### config.mk
export PLATFORM = sky130hd
export DESIGN_NAME = tdc_sample_ctrl
export DESIGN_NICKNAME = d
export VERILOG_FILES = /design/src/rtl/tdc_sample_ctrl.sv
export SDC_FILE = /design/constraint.sdc
export NUM_CORES = 1
export LEC_CHECK = 0
export ABC_AREA = 1
export BUFFER_PORTS_ARGS = -buffer_cell sky130_fd_sc_hd__buf_4
export CORE_UTILIZATION = 52
export CTS_BUF_LIST = sky130_fd_sc_hd__clkbuf_4
export DETAILED_ROUTE_END_ITERATION = 8
export GPL_TIMING_DRIVEN = 0
export PLACE_DENSITY = 0.79
export SYNTH_ARGS = -nofsm -noshare
export SYNTH_HDL_FRONTEND = slang
export SYNTH_SLANG_ARGS = --single-unit
### constraint.sdc
create_clock -name clk -period 1.7 [get_ports clk]
set_clock_uncertainty 0.05 [all_clocks]
set_input_delay 0.255 -clock clk [delete_from_list [all_inputs] [get_ports clk]]
set_output_delay 0.255 -clock clk [all_outputs]
set_load 0.01 [all_outputs]
### src/rtl/tdc_sample_ctrl.sv
// TDC measurement sequencer: launches the delay line, strobes the popcount stage and
// accumulates sum/min/max of the thermometer counts over a programmable sample count.
module tdc_sample_ctrl #(
  parameter int N         = 64,
  parameter int SAMPLES_W = 4,
  parameter int SETTLE    = 2,
  parameter int LAT       = 1
) (
  input  logic                          clk,
  input  logic                          rst_n,
  input  logic                          start,
  input  logic                          abort,
  input  logic [SAMPLES_W-1:0]          n_samples,
  output logic                          busy,
  output logic                          launch,
  output logic                          pc_en,
  input  logic [$clog2(N):0]            pc_y,
  output logic                          res_valid,
  input  logic                          res_ready,
  output logic [$clog2(N)+SAMPLES_W:0]  res_sum,
  output logic [$clog2(N):0]            res_min,
  output logic [$clog2(N):0]            res_max
);

  // state    | meaning
  // S_IDLE   | waiting for start; results hold last measurement
  // S_LAUNCH | one-cycle launch pulse to the delay line
  // S_SETTLE | SETTLE idle cycles for the line to settle
  // S_SAMPLE | one-cycle pc_en to the popcount register
  // S_WAIT   | LAT-1 cycles until pc_y is valid
  // S_ACC    | accumulate pc_y; loop or finish
  // S_DONE   | res_valid held until res_ready

  localparam int CW   = $clog2(N) + 1;
  localparam int SW   = $clog2(N) + SAMPLES_W + 1;
  localparam int TMAX = (SETTLE > LAT) ? SETTLE : LAT;
  localparam int TW   = (TMAX < 2) ? 1 : $clog2(TMAX);

  localparam logic [TW-1:0] SETTLE_LD = TW'((SETTLE > 0) ? SETTLE - 1 : 0);
  localparam logic [TW-1:0] WAIT_LD   = TW'((LAT > 1) ? LAT - 2 : 0);

  typedef enum logic [2:0] {
    S_IDLE,
    S_LAUNCH,
    S_SETTLE,
    S_SAMPLE,
    S_WAIT,
    S_ACC,
    S_DONE
  } state_t;

  state_t                 state, state_nxt;
  logic [TW-1:0]          tmr;
  logic [SAMPLES_W-1:0]   rem;

  always_ff @(posedge clk or negedge rst_n) begin
    if (!rst_n) begin
      state <= S_IDLE;
    end else begin
      state <= state_nxt;
    end
  end

  always_comb begin
    state_nxt = state;
    busy      = (state != S_IDLE);
    launch    = 1'b0;
    pc_en     = 1'b0;
    res_valid = 1'b0;
    case (state)
      S_IDLE: begin
        if (start) state_nxt = S_LAUNCH;
      end
      S_LAUNCH: begin
        launch = 1'b1;
        if (SETTLE == 0) state_nxt = S_SAMPLE;
        else             state_nxt = S_SETTLE;
      end
      S_SETTLE: begin
        if (tmr == '0) state_nxt = S_SAMPLE;
      end
      S_SAMPLE: begin
        pc_en = 1'b1;
        if (LAT <= 1) state_nxt = S_ACC;
        else          state_nxt = S_WAIT;
      end
      S_WAIT: begin
        if (tmr == '0) state_nxt = S_ACC;
      end
      S_ACC: begin
        if (rem == '0) state_nxt = S_DONE;
        else           state_nxt = S_LAUNCH;
      end
      S_DONE: begin
        res_valid = 1'b1;
        if (res_ready) state_nxt = S_IDLE;
      end
      default: state_nxt = S_IDLE;
    endcase
    // abort wins over every other transition, including the result handshake
    if (abort) state_nxt = S_IDLE;
  end

  // Timer is loaded on the cycle before the wait state and counts down to zero
  always_ff @(posedge clk or negedge rst_n) begin
    if (!rst_n) begin
      tmr <= '0;
    end else begin
      case (state)
        S_LAUNCH:         tmr <= SETTLE_LD;
        S_SAMPLE:         tmr <= WAIT_LD;
        S_SETTLE, S_WAIT: if (tmr != '0) tmr <= tmr - TW'(1);
        default:          tmr <= '0;
      endcase
    end
  end

  always_ff @(posedge clk or negedge rst_n) begin
    if (!rst_n) begin
      rem     <= '0;
      res_sum <= '0;
      res_min <= CW'(N);
      res_max <= '0;
    end else if (!abort) begin
      if (state == S_IDLE && start) begin
        rem     <= n_samples;
        res_sum <= '0;
        res_min <= CW'(N);
        res_max <= '0;
      end else if (state == S_ACC) begin
        res_sum <= res_sum + SW'(pc_y);
        if (pc_y < res_min) res_min <= pc_y;
        if (pc_y > res_max) res_max <= pc_y;
        if (rem != '0) rem <= rem - SAMPLES_W'(1);
      end
    end
  end

endmodule
## Word level (Yosys, flattened, before mapping)

Index checks and enable logic that the tools add are counted.

- $add $sub $neg: 3
- Mux-type cells: 23
- Order comparisons: 2
- Bitwise gates (word level): 1
- Reductions and logical operators: 15
- Equal/unequal tests: 10

Operators by type and width:

| cell | number |
|---|---|
| 7-bit two-way mux | 6 |
| 11-bit two-way mux | 2 |
| 3-bit one-hot mux with 7 select lines | 1 |
| 3-bit two-way mux | 6 |
| 4-bit two-way mux | 3 |
| 3-bit inequality test, second input constant | 4 |
| 11-bit by 7-bit adder with 11-bit output | 1 |
| 3-bit equality test, second input constant | 3 |
| 3-bit AND reduction | 3 |
| 2-bit nonzero test | 4 |
| 7-bit greater-than comparator | 1 |
| 7-bit < comparator | 1 |
| 3-bit by 2-bit equality test with 1-bit output, second input constant | 2 |
| 4-bit logical NOT | 1 |
| 1-bit two-way mux | 4 |
| 4-bit AND reduction | 1 |
| 4-bit nonzero test | 1 |
| 4-bit by 1-bit subtractor with 4-bit output, second input constant | 1 |
| 3-bit by 1-bit equality test with 1-bit output, second input constant | 1 |
| 3-bit logical NOT | 1 |
| 3-bit nonzero test | 1 |
| 1-bit one-hot mux with 2 select lines | 1 |
| 2-bit AND reduction | 1 |
| 2-bit OR reduction | 1 |
| other kinds (3) | 3 |

- Input bits: 16
- Flip-flop bits (word level): 33

## Depth between registers and ports, before layout

Gate-level depths: netlist (run 1).

- Depth after elaboration: 4
- Gate-level depth with buffers: 10
- Gate-level depth less buffers: 10

## Least setup slack after synthesis (run 1)

OpenSTA, ideal clock, no wires.

- Path type: reg-to-reg
- From: register res_sum[0]
- To: register res_sum[10]
- Required time: 1.531 ns
- Data arrival time: 1.578 ns
- Setup slack: -0.048 ns
- Stages on the path, launching flop included: 9
- Setup time: 0.119 ns
- Cell sequence: dfrtp_1 > ha_1 > fa_1 > nand2_1 > nand3_1 > nand2_1 > o21ai_0 > a21oi_1 > nor2_1

- Longest elaborated chain between the ends: 3

Ends and longest elaborated chain:

| what | RTL line | RTL |
|---|---|---|
| start: declaration | 20 | `output logic [$clog2(N)+SAMPLES_W:0] res_sum,` |
| start signal: assignment | 131 | `res_sum <= res_sum + SW'(pc_y);` |
| 11-bit by 7-bit adder with 11-bit output | 131 |  |
| 11-bit two-way mux | 130 | `end else if (state == S_ACC) begin` |
| 11-bit two-way mux | 125 | `if (state == S_IDLE && start) begin` |

Every way passes these cells. The select of a mux whose other input is x is not followed.
A chain may end at the register's enable or synchronous reset.

## Worst setup path after layout (run 1)

- From: register res_min[6]
- To: register res_min[5]

- Longest elaborated chain between the ends: 3

Ends and longest elaborated chain:

| what | RTL line | RTL |
|---|---|---|
| start: declaration | 21 | `output logic [$clog2(N):0] res_min,` |
| start signal: assignment | 122 | `res_min <= CW'(N);` |
| start signal: assignment | 128 | `res_min <= CW'(N);` |
| start signal: assignment | 132 | `if (pc_y < res_min) res_min <= pc_y;` |
| 7-bit < comparator | 132 |  |
| 2-bit nonzero test (no source line) | - |  |
| 3-bit AND reduction (no source line) | - |  |

Every way passes these cells.

==> implementation parameters, run 1 <==
Parameter                              Value

Run status
  Status    finished, violations left
  Violations in the final reports    negative setup slack

GRT
  Global router's overall resource usage    a little over a quarter
  Largest net degree at the start of global routing    34
  Wire length of the first global-routing pass    just over 9 mm
  Number of antenna violations at the first check in global routing    0
  Global-route congestion overflow total    0
  Number of global-route vias before repair    2096

Clock network
  Clock latency on the worst-skew pair    between 300 and 400 ps
  Sinks on Clock Net    33
  Maximum clock insertion buffer count    2
  Clock buffers created by TritonCTS    5
  Clk Tree Root Cell    clkbuf_4
  TritonCTS clock tree    built
  Clk pin slew, worst setup/hold paths    ~100 ps
  H-tree depth reported by CTS    2

Critical path
  Worst reg-to-reg path cell count    10
  Worst endpoint data arrival time    between 1500 and 2000 ps
  Required time reported for the critical path endpoint    about 1900 ps
  R2R setup slack    -20 ps
  CP max FO    5
  CP max-delay cell    dfstp_2
  Destination of the worst register-to-register timing path    res_min[5]$_DFFE_PN0P_
  Worst-path cell chain    inv_2 > ha_4 > nand2_2 > inv_2 > nor2_2 > o21a_1 > nand3_4 > buf_6 > nand3_2 > o21ai_1
  Startpoint of the worst-slack reg-to-reg timing path    res_min[6]$_DFFE_PN1P_
  Critical path's largest stage delay    approximately 550 ps
  Setup crit start kind    flop
  CP most frequent cell    inv_2
  Start-to-end type of the worst setup path    flop to flop
  Crit. End Element    flop

Job
  Number of max-cap violations    0

Synthesis
  Sequential share of the synthesized area    35.6%
  Number of unique standard cell types used by synthesis    34
  Net count of the mapped netlist    around 330
  Adder-Cell Fraction of Synth Area    about 13%
  Syn avg cell area    between 7 and 8 um2
  Cells after synthesis    slightly below 300
  Netlist area before placement    2320 um2
  Main combinational cell family by area after synthesis    simple AND/OR/NAND/NOR gates
  Largest area contributor in the netlist    dfrtp_1
  Synth Warn #    0
  Synthesized-area fraction occupied by ao, oa, aoi and oai cells    10.8%
  Flop and latch count out of synthesis    33
  Top-area cell type share of the netlist area    between 30 and 40%
  Fraction of synthesized cell area in xor and xnor cells    1.51%
  Top area cells in the synthesized netlist    dfrtp_1 34%, nand2_1 12%, ha_1 12%, nand3_1 7.5%, inv_1 5.5%
  Simple-Gate Fraction of Synth Area    between 30% and 40%
  Multiplexer area fraction after synthesis    0%

Route
  Initial detailed-routing violation count    around 160
  Routed wire length    between 5 and 6 mm
  Detailed-route wire length on metal 1    2.42 mm
  Number of iterations in the first detailed-routing pass    4
  Uppermost layer routed    met4
  DRC    0
  Routed length on met2    2.95 mm
  Ratio of routed vias to standard cells    around 5.5
  Sum of met3 wire segment lengths after detailed routing    429 um
  Antenna Nets Post-Route    0
  Average detailed-routed wire length per instance    between 10 and 15 um
  Vias after detailed routing    2285

Timing
  Crit path time final    1720 ps
  Maximum clock frequency    just under 600 MHz
  Worst rel slew slack    approximately two thirds
  Final critical-path share of the clock period    101%
  Final hold violations    0
  Final setup violation count    3
  RSZ-0062 raised after global routing    true
  Fin worst setup slack    -24.1 ps
  Slew Limit Fails    0
  Transition time at the pin with the least slew margin    492 ps
  Setup tns final    -52.2 ps

Power and ir drop
  Worst vdd rail ir drop    0.000764 V
  Total power density per cell area    between 1500 and 2000 nW/um2
  Lkg Pwr    approximately 1.6 nW

Die
  Site Rows    23
  Initial standard-cell utilization of the core    56.1%
  Horiz. Die Dim    slightly below 70 um
  Die outline area    around 4700 um2
  Core footprint    4140 um2
  Die boundary height    68.9 um
  Boundary pin count    45

Cells and area
  Register area    between 800 and 900 um2
  Combined area of the multi-input logic cells    ~1500 um2
  Commonest cells after routing, fill and taps aside    70 x nand2_1, 60 x buf_4, 32 x inv_1, 29 x nand3_1, 29 x dfrtp_1
  Number of filler instances in the final layout    310
  Synth-to-Final Area Change    32.7%
  Antenna cells    0
  Share of cells above drive strength 1    between 30% and 40%
  Total Nets Final    between 400 and 500
  Most common cell after layout, fill and taps aside    nand2_1

Worst hold path
  Number of cells on the worst hold path    3
  Hold worst-path end    res_min[2]$_DFFE_PN0P_
  Hold path startpoint    pc_y[2]
  Path type of the worst min-delay path    primary input to flop

Placed design
  Placer Congestion    0.845
  Port-buffer cells    44
  Setup Slack @ Placement    -54.1 ps
  DP HPWL    3.87 mm
==> kinds of logic after synthesis <==
group,after synthesis
AND/OR/NAND/NOR,150
AO/OA/AOI/OAI,42
buffers and inverters,42
flip-flops,33
adder cells (fa/ha/maj),23
XOR/XNOR,4
==> how the worst max path moves through the flow <==
stage	start	to	slack, ps	cells past startpoint
2_1_floorplan	res_min[6]$_DFFE_PN1P_	res_min[0]$_DFFE_PN0P_	20	10
3_3_place_gp	res_min[6]$_DFFE_PN1P_	res_min[1]$_DFFE_PN0P_	-40	10
3_5_place_dp	res_min[6]$_DFFE_PN1P_	res_min[3]$_DFFE_PN0P_	-50	10
4_1_cts	res_min[6]$_DFFE_PN1P_	res_min[3]$_DFFE_PN0P_	0.7	10
5_1_grt	res_max[2]$_DFFE_PN0P_	res_max[4]$_DFFE_PN0P_	-120	9
6_report	res_min[6]$_DFFE_PN1P_	res_min[5]$_DFFE_PN0P_	-20	10
==> critical path: cells and delay by family (launching register included) <==
kind | cells | cell delay (ps)
flops | 1 | 550
compound gates | 2 | 260
simple gates | 4 | 310
buf+inv | 3 | 240
fa+ha+maj | 1 | 210
==> power by group <==
group / total (mW) / internal [mW] / switching (mW)
Sequential: 1.46 / 1.13 / 0.328
Clock: 0.461 / 0.191 / 0.271
Combinational: 3.21 / 1.47 / 1.74
==> repair_timing <==
| action | CTS | global route |
|---|---|---|
| setup buffers | 5 | 11 |
| endpoints found under the setup margin | 17 | 27 |
| hold buffers | 1 | 0 |
| gates cloned | 1 | 0 |
| gates resized for setup | 13 | 26 |
| pin swaps | 4 | 10 |
| endpoints found under the hold margin | 32 | 0 |
==> registers in the layout, summed over array words and instances, names as in the netlist <==
| signal | count |
|---|---|
| rem | 4 |
| res_max | 7 |
| res_min | 7 |
| res_sum | 11 |
| state | 3 |
| tmr | 1 |
==> metal layers <==
| metal | up-vias | global-route usage, % |
|---|---|---|
| met5 | - | 0 |
| met4 | 0 | 13.5 |
| met3 | 23 | 7.07 |
| met2 | 89 | 45.5 |
| met1 | 1062 | 30.1 |
| li1 | 1111 | - |
==> synthesized netlist by cell type (all sizes together) <==
master,n
dfstp,1
nor3,1
dfrtp,32
nand4,8
o21ai,23
fa,1
nor2,17
o21a,2
nor4,1
clkbuf,1
buf,3
nand3,37
or2,1
inv,38
a21oi,13
nand2,84
a21boi,1
xnor2,2
xor2,2
o31ai,2
o211ai,1
nand3b,1
ha,22
==> stage by stage <==
step | utilization, % | power [mW] | instances | hold slack [ps] | instance area, um2
3_5_place_dp | 65.6 | 4.06 | 388 | 181 | 2720
2_1_floorplan | - | 3.18 | 294 | -90.6 | 2330
4_1_cts | 69.7 | 4.67 | 403 | 137 | 2890
3_3_place_gp | 65.6 | 3.97 | 388 | 181 | 2720
5_1_grt | 74.4 | 5.59 | 414 | 136 | 3080
6_report | 74.4 | 5.13 | 414 | 149 | 3080
==> layout make-up <==
cell class	count	share of cell area [%]
Multi-Input combinational cell	219	47.5
Inverter	38	4.87
Clock inverter	1	0.122
Clock buffer	7	1.70
Tap cell	50	2.03
Buffer	4	1.10
Sequential cell	33	26.9
Timing Repair Buffer	62	15.7
(Power assumes the default switching activity.)
==> run 2: changes to the inputs <==
--- a/config.mk
+++ b/config.mk
@@ -7,6 +7,7 @@
 export LEC_CHECK = 0
 export ABC_AREA = 1
 export BUFFER_PORTS_ARGS = -buffer_cell sky130_fd_sc_hd__buf_4
+export CORE_ASPECT_RATIO = 0.7
 export CORE_UTILIZATION = 52
 export CTS_BUF_LIST = sky130_fd_sc_hd__clkbuf_4
 export DETAILED_ROUTE_END_ITERATION = 8
==> run 2 against run 1 <==
Against the previous run:
- the run still ends with negative setup slack left
- power is 0.94% lower
- global-route usage is 0.55 points lower
- sequential share of layout area is 0.12 points lower
- wire length is 3.5% lower
- non-clock buffer count is 3 lower
- final area is 0.16% higher
- clock-buffer cell count stayed put
- critical path depth is 1 lower
- combinational power is 2% lower
- hold slack worse by 25 ps
- via count is 2.4% lower
- critical endpoint is now res_sum[10]$_DFFE_PN0P_
==> implementation parameters, run 2 (same netlist as run 1, synthesis figures left out) <==
Parameter                              Value

Run status
  Status    finished, violations left
  Violations in the final reports    negative setup slack

Worst hold path
  Hold worst-path end    res_min[0]$_DFFE_PN0P_
  Number of cells on the worst hold path    3
  Path type of the worst min-delay path    primary input to flop
  Hold path startpoint    pc_y[0]

Route
  Number of iterations in the first detailed-routing pass    4
  Antenna Nets Post-Route    0
  DRC    0
  Vias after detailed routing    2230
  Ratio of routed vias to standard cells    5.40
  Routed wire length    5.79 mm
  Average detailed-routed wire length per instance    14.0 um
  Initial detailed-routing violation count    about 110

Clock network
  Clock latency on the worst-skew pair    roughly 360 ps
  TritonCTS clock tree    built
  Maximum clock insertion buffer count    2
  Sinks on Clock Net    33
  Clock buffers created by TritonCTS    5
  Clk pin slew, worst setup/hold paths    around 100 ps
  Clk Tree Root Cell    clkbuf_4
  H-tree depth reported by CTS    2

Die
  Core footprint    about 4000 um2
  Horiz. Die Dim    ~82 um
  Site Rows    19
  Boundary pin count    45
  Die boundary height    57.9 um
  Initial standard-cell utilization of the core    56.9%
  Die outline area    4750 um2

Power and ir drop
  Portion of total power attributed to combinational logic    between 60% and 70%
  Pint    2.73 mW
  PnR Total Power    5.08 mW
  Register share of total power    between 20% and 30%
  Net load switching power    about 2.4 mW
  Lkg Pwr    1.57 nW
  Clock network fraction of design power    under 10%
  Worst vdd rail ir drop    0.000998 V
  Net Sw Frac    between 40% and 50%
  Total power density per cell area    1650 nW/um2

Cells and area
  Antenna cells    0
  Register bank with the most flops    res_sum
  Post-Route Utilization    roughly 76%
  Synth-to-Final Area Change    32.9%
  Register area    approximately 830 um2
  Number of filler instances in the final layout    301
  Registers with the highest flip-flop counts    res_sum (11), res_max (7), res_min (7)
  Share of cells above drive strength 1    approximately 34%
  Total Nets Final    399
  Flip-flop count of the largest register after layout    11
  Most common cell after layout, fill and taps aside    nand2_1
  Commonest cells after routing, fill and taps aside    71 x nand2_1, 58 x buf_4, 31 x inv_1, 31 x dfrtp_1, 29 x nand3_1
  Combined area of the multi-input logic cells    1510 um2

GRT
  Wire length of the first global-routing pass    about 9.0 mm
  Number of antenna violations at the first check in global routing    0
  Largest net degree at the start of global routing    34
  Number of global-route vias before repair    slightly below 2000
  Global router's overall resource usage    26.0%
  Global-route congestion overflow total    0

Timing
  Crit path time final    roughly 1700 ps
  RSZ-0062 raised after global routing    true
  Slew Limit Fails    0
  Final hold violations    0
  Final critical-path share of the clock period    102%
  Worst rel slew slack    70.0%
  Final setup violation count    3
  Fin worst setup slack    -33.1 ps
  Setup tns final    -78.3 ps
  Maximum clock frequency    577 MHz
  Transition time at the pin with the least slew margin    roughly 450 ps

Placed design
  DP HPWL    3.90 mm
  Port-buffer cells    44
  Placer Congestion    0.798

Critical path
  Startpoint of the worst-slack reg-to-reg timing path    res_sum[0]$_DFFE_PN0P_
  Crit. End Element    flop
  Setup crit start kind    flop
  R2R setup slack    -30 ps
  Worst reg-to-reg path cell count    9
  Start-to-end type of the worst setup path    flop to flop
  Required time reported for the critical path endpoint    1930 ps
  Destination of the worst register-to-register timing path    res_sum[10]$_DFFE_PN0P_
  CP max FO    4
  Worst endpoint data arrival time    between 1500 and 2000 ps

Job
  Number of max-cap violations    0
==> run 2: cell count changes in the layout (fill, tap and decap cells not counted), moves of 2 or more <==
cell	delta
nor2_1	-2
dfrtp_2	-2
dfrtp_1	+2
buf_4	-2
ha_4	+3
ha_1	-2
o21ai_0	-2
o21ai_1	+3
nand2_2	-2
nor2_2	+2
==> run 2: timing repair <==
action,4_1_cts,5_1_grt
endpoints found under the setup margin,17,30
buffers inserted,5,8
hold buffers,1,0
resized for setup,8,35
gates cloned,1,0
hold endpoints to repair,32,0
pin swaps,2,10
==> run 2: power by group through the flow <==
stage	combinational (mW)	clock, mW	sequential, mW
CTS	2.74	0.469	1.43
detailed placement	2.61	0	1.45
global placement	2.54	0	1.44
finish	3.15	0.473	1.46
floorplan	1.68	0	1.51
global route	3.50	0.518	1.50
==> run 2: layer usage <==
metal  GRT usage, %  wire length [um]
met3           7.40               405
met5              0                 0
met2           39.8              2580
met4           7.52                83
met1           36.0              2720
==> run 2: area by class of cell <==
class / instances / share of cell area [%]
well taps: 52 / 2.11
repair buffers: 59 / 14.5
clock buffers: 7 / 1.70
inverters: 38 / 4.86
multi-input cells: 219 / 48.8
clock inverters: 1 / 0.122
plain buffers: 4 / 1.09
flip-flops and latches: 33 / 26.8
==> run 2: worst max-delay path by stage <==
stage / slack, ps / to / from
floorplan: 20 / res_min[0]$_DFFE_PN0P_ / res_min[6]$_DFFE_PN1P_
finish: -30 / res_sum[10]$_DFFE_PN0P_ / res_sum[0]$_DFFE_PN0P_
global placement: -60 / res_min[2]$_DFFE_PN0P_ / res_min[6]$_DFFE_PN1P_
CTS: 9 / res_min[0]$_DFFE_PN0P_ / res_min[6]$_DFFE_PN1P_
detailed placement: -120 / res_max[6]$_DFFE_PN0P_ / res_max[6]$_DFFE_PN0P_
global route: -70 / res_sum[6]$_DFFE_PN0P_ / res_sum[0]$_DFFE_PN0P_
==> run 2: critical path: stages (launching register included) <==
cell,delay (ps)
dfrtp_1,400
ha_2,200
fa_2,400
nand2_1,80
nand3_1,70
nand2_2,140
o21ai_4,90
nand3_1,100
nand2_1,50
nor2_1,100
==> run 2: stage by stage <==
stage	std cells	setup slack, ps	hold WS (ps)	cell area (um2)
floorplan	294	20.8	-90.6	2330
global placement	390	-55.2	172	2720
detailed placement	390	-125	180	2720
CTS	405	8.75	136	2870
global route	413	-71.3	128	3090
finish	413	-33.1	123	3090
==> run 3: changes to the inputs <==
--- a/config.mk
+++ b/config.mk
@@ -13,6 +13,7 @@
 export DETAILED_ROUTE_END_ITERATION = 8
 export GPL_TIMING_DRIVEN = 0
 export PLACE_DENSITY = 0.79
+export SETUP_SLACK_MARGIN = 0.02
 export SYNTH_ARGS = -nofsm -noshare
 export SYNTH_HDL_FRONTEND = slang
 export SYNTH_SLANG_ARGS = --single-unit
==> run 3 against run 2 <==
Against the previous run:
- the run still ends with negative setup slack left
- combinational power is 2% higher
- global-route usage is 0.34 points higher
- clock power hardly changed
- worst setup slack worse by 4.0 ps
- power is 0.87% higher
- via count is 0.31% lower
- fmax is 0.23% lower
- critical path depth stayed put
- core utilization is 0.28 points higher
- sequential cell count stayed put
- largest power group unchanged
==> implementation parameters, run 3 (same netlist as run 1, synthesis figures left out) <==
Parameter                              Value

Die
  Horiz. Die Dim    a little over 80 um
  Core footprint    ~4100 um2
  Initial standard-cell utilization of the core    a little under three fifths
  Die boundary height    roughly 58 um
  Boundary pin count    45
  Die outline area    around 4700 um2
  Site Rows    19

Route
  Initial detailed-routing violation count    between 100 and 150
  Routed wire length    5.85 mm
  Number of iterations in the first detailed-routing pass    4
  Vias after detailed routing    about 2200
  Ratio of routed vias to standard cells    between 5 and 6
  Average detailed-routed wire length per instance    between 10 and 15 um
  DRC    0
  Antenna Nets Post-Route    0

Clock network
  Clock latency on the worst-skew pair    about 360 ps
  Maximum clock insertion buffer count    2
  Clk pin slew, worst setup/hold paths    approximately 100 ps
  TritonCTS clock tree    built
  Clock buffers created by TritonCTS    5
  Sinks on Clock Net    33
  Clk Tree Root Cell    clkbuf_4
  H-tree depth reported by CTS    2

Job
  Number of max-cap violations    0

Cells and area
  Post-route cell area    approximately 3100 um2
  Register bank with the most flops    res_sum
  Registers with the highest flip-flop counts    res_sum (11), res_max (7), res_min (7)
  Total Nets Final    between 400 and 500
  Post-Route Utilization    between 70% and 80%
  Flip-flop count of the largest register after layout    11
  Commonest cells after routing, fill and taps aside    68 x nand2_1, 60 x buf_4, 32 x inv_1, 30 x dfrtp_1, 28 x nand3_1
  Antenna cells    0
  Cell Count, Final, Fillers Out    roughly 420
  Share of cells above drive strength 1    a little over a third
  Most common cell after layout, fill and taps aside    nand2_1
  Synth-to-Final Area Change    33.4%

Power and ir drop
  Lkg Pwr    1.58 nW
  Worst vdd rail ir drop    roughly 0.0010 V
  PnR Total Power    roughly 5.1 mW
  Total power density per cell area    between 1500 and 2000 nW/um2

Critical path
  Required time reported for the critical path endpoint    slightly below 2000 ps
  Start-to-end type of the worst setup path    flop to flop
  Crit. End Element    flop
  Critical path's largest stage delay    roughly 400 ps
  CP max-delay cell    dfrtp_1
  Worst-path cell chain    ha_2 > fa_2 > nand2_1 > nand3_1 > nand2_2 > o21ai_4 > nand3_1 > nand2_1 > nor2_1
  Worst endpoint data arrival time    between 1500 and 2000 ps
  Setup crit start kind    flop
  CP max FO    4

GRT
  Number of global-route vias before repair    about 2000
  Global router's overall resource usage    roughly a quarter
  Wire length of the first global-routing pass    roughly 9.1 mm
  Number of antenna violations at the first check in global routing    0
  Largest net degree at the start of global routing    34
  Global-route congestion overflow total    0

Timing
  Final hold violations    0
  Transition time at the pin with the least slew margin    444 ps
  Maximum clock frequency    around 580 MHz
  RSZ-0062 raised after global routing    true
  Worst rel slew slack    70.4%
  Hold slack final    roughly 130 ps
  Fin worst setup slack    -37.1 ps
  Final setup violation count    3
  Slew Limit Fails    0
  Crit path time final    about 1700 ps
  Setup tns final    -81.6 ps
  Final critical-path share of the clock period    102%

Run status
  Status    finished, violations left
  Violations in the final reports    negative setup slack

Placed design
  Number of placed instances, taps included    between 300 and 400
  Setup Slack @ Placement    -125 ps
  DP HPWL    a little under 4 mm
  Placer Congestion    ~0.8
  Port-buffer cells    44
  Post-placement cell area    between 2000 and 3000 um2

Worst hold path
  Path type of the worst min-delay path    primary input to flop
-- run 3: changes by cell type in the layout (fill, tap and decap cells not counted), sizes merged --
cell | before | now
buf | 61 | 64
-- run 3: layout make-up --
| cell class | count | area, um2 |
|---|---|---|
| clock buffer | 7 | 52.6 |
| multi-input combinational | 219 | 1490 |
| clock inverter | 1 | 3.75 |
| inverter | 38 | 150 |
| timing repair buffer | 62 | 475 |
| tap | 52 | 65.1 |
| buffer | 4 | 33.8 |
| sequential | 33 | 830 |
| fill | 295 | 988 |
-- run 3: report_power, final --
group	leakage (nW)	total (mW)	switching, mW	internal [mW]
combinational	1.13	3.20	1.75	1.45
clock	0.0338	0.470	0.279	0.191
sequential	0.423	1.46	0.333	1.13
total	1.58	5.13	2.36	2.77
-- run 3: path summary, 6_finish.rpt --
check                                     endpoint  slack (ps)  depth (start not counted)                   start
max                        res_sum[10]$_DFFE_PN0P_         -40                          9  res_sum[0]$_DFFE_PN0P_
min                         res_min[0]$_DFFE_PN0P_         130                          3                 pc_y[0]
max reg2reg                res_sum[10]$_DFFE_PN0P_         -40                          9  res_sum[0]$_DFFE_PN0P_
min reg2reg                 res_max[2]$_DFFE_PN0P_         490                          2  res_max[2]$_DFFE_PN0P_
max in group asynchronous   res_min[6]$_DFFE_PN1P_         930                          2                   rst_n
min in group asynchronous            tmr$_DFF_PN0_         320                          2                   rst_n
-- run 3: timing repair --
item / CTS / global route
buffers inserted: 7 / 9
hold endpoints to repair: 32 / 0
resized for setup: 9 / 35
hold buffers: 1 / 0
cloned: 1 / 0
pin swaps: 2 / 12
endpoints found under the setup margin: 17 / 30
-- run 3: routing by layer --
layer	vias to the layer above	part of all wire [%]	GRT usage, %
met3	8	6.4	7.87
met2	73	45	39.9
met5	-	0	0
met4	0	1.7	8.52
li1	1116	-	-
met1	1026	47	36.2
-- run 3: worst max-delay path, delay by kind of cell (launching register included) --
kind / cells / cell delay, ps
flip-flops: 1 / 400
AND/OR/NAND/NOR: 6 / 540
adder cells (fa/ha/maj): 2 / 600
AO/OA/AOI/OAI: 1 / 90
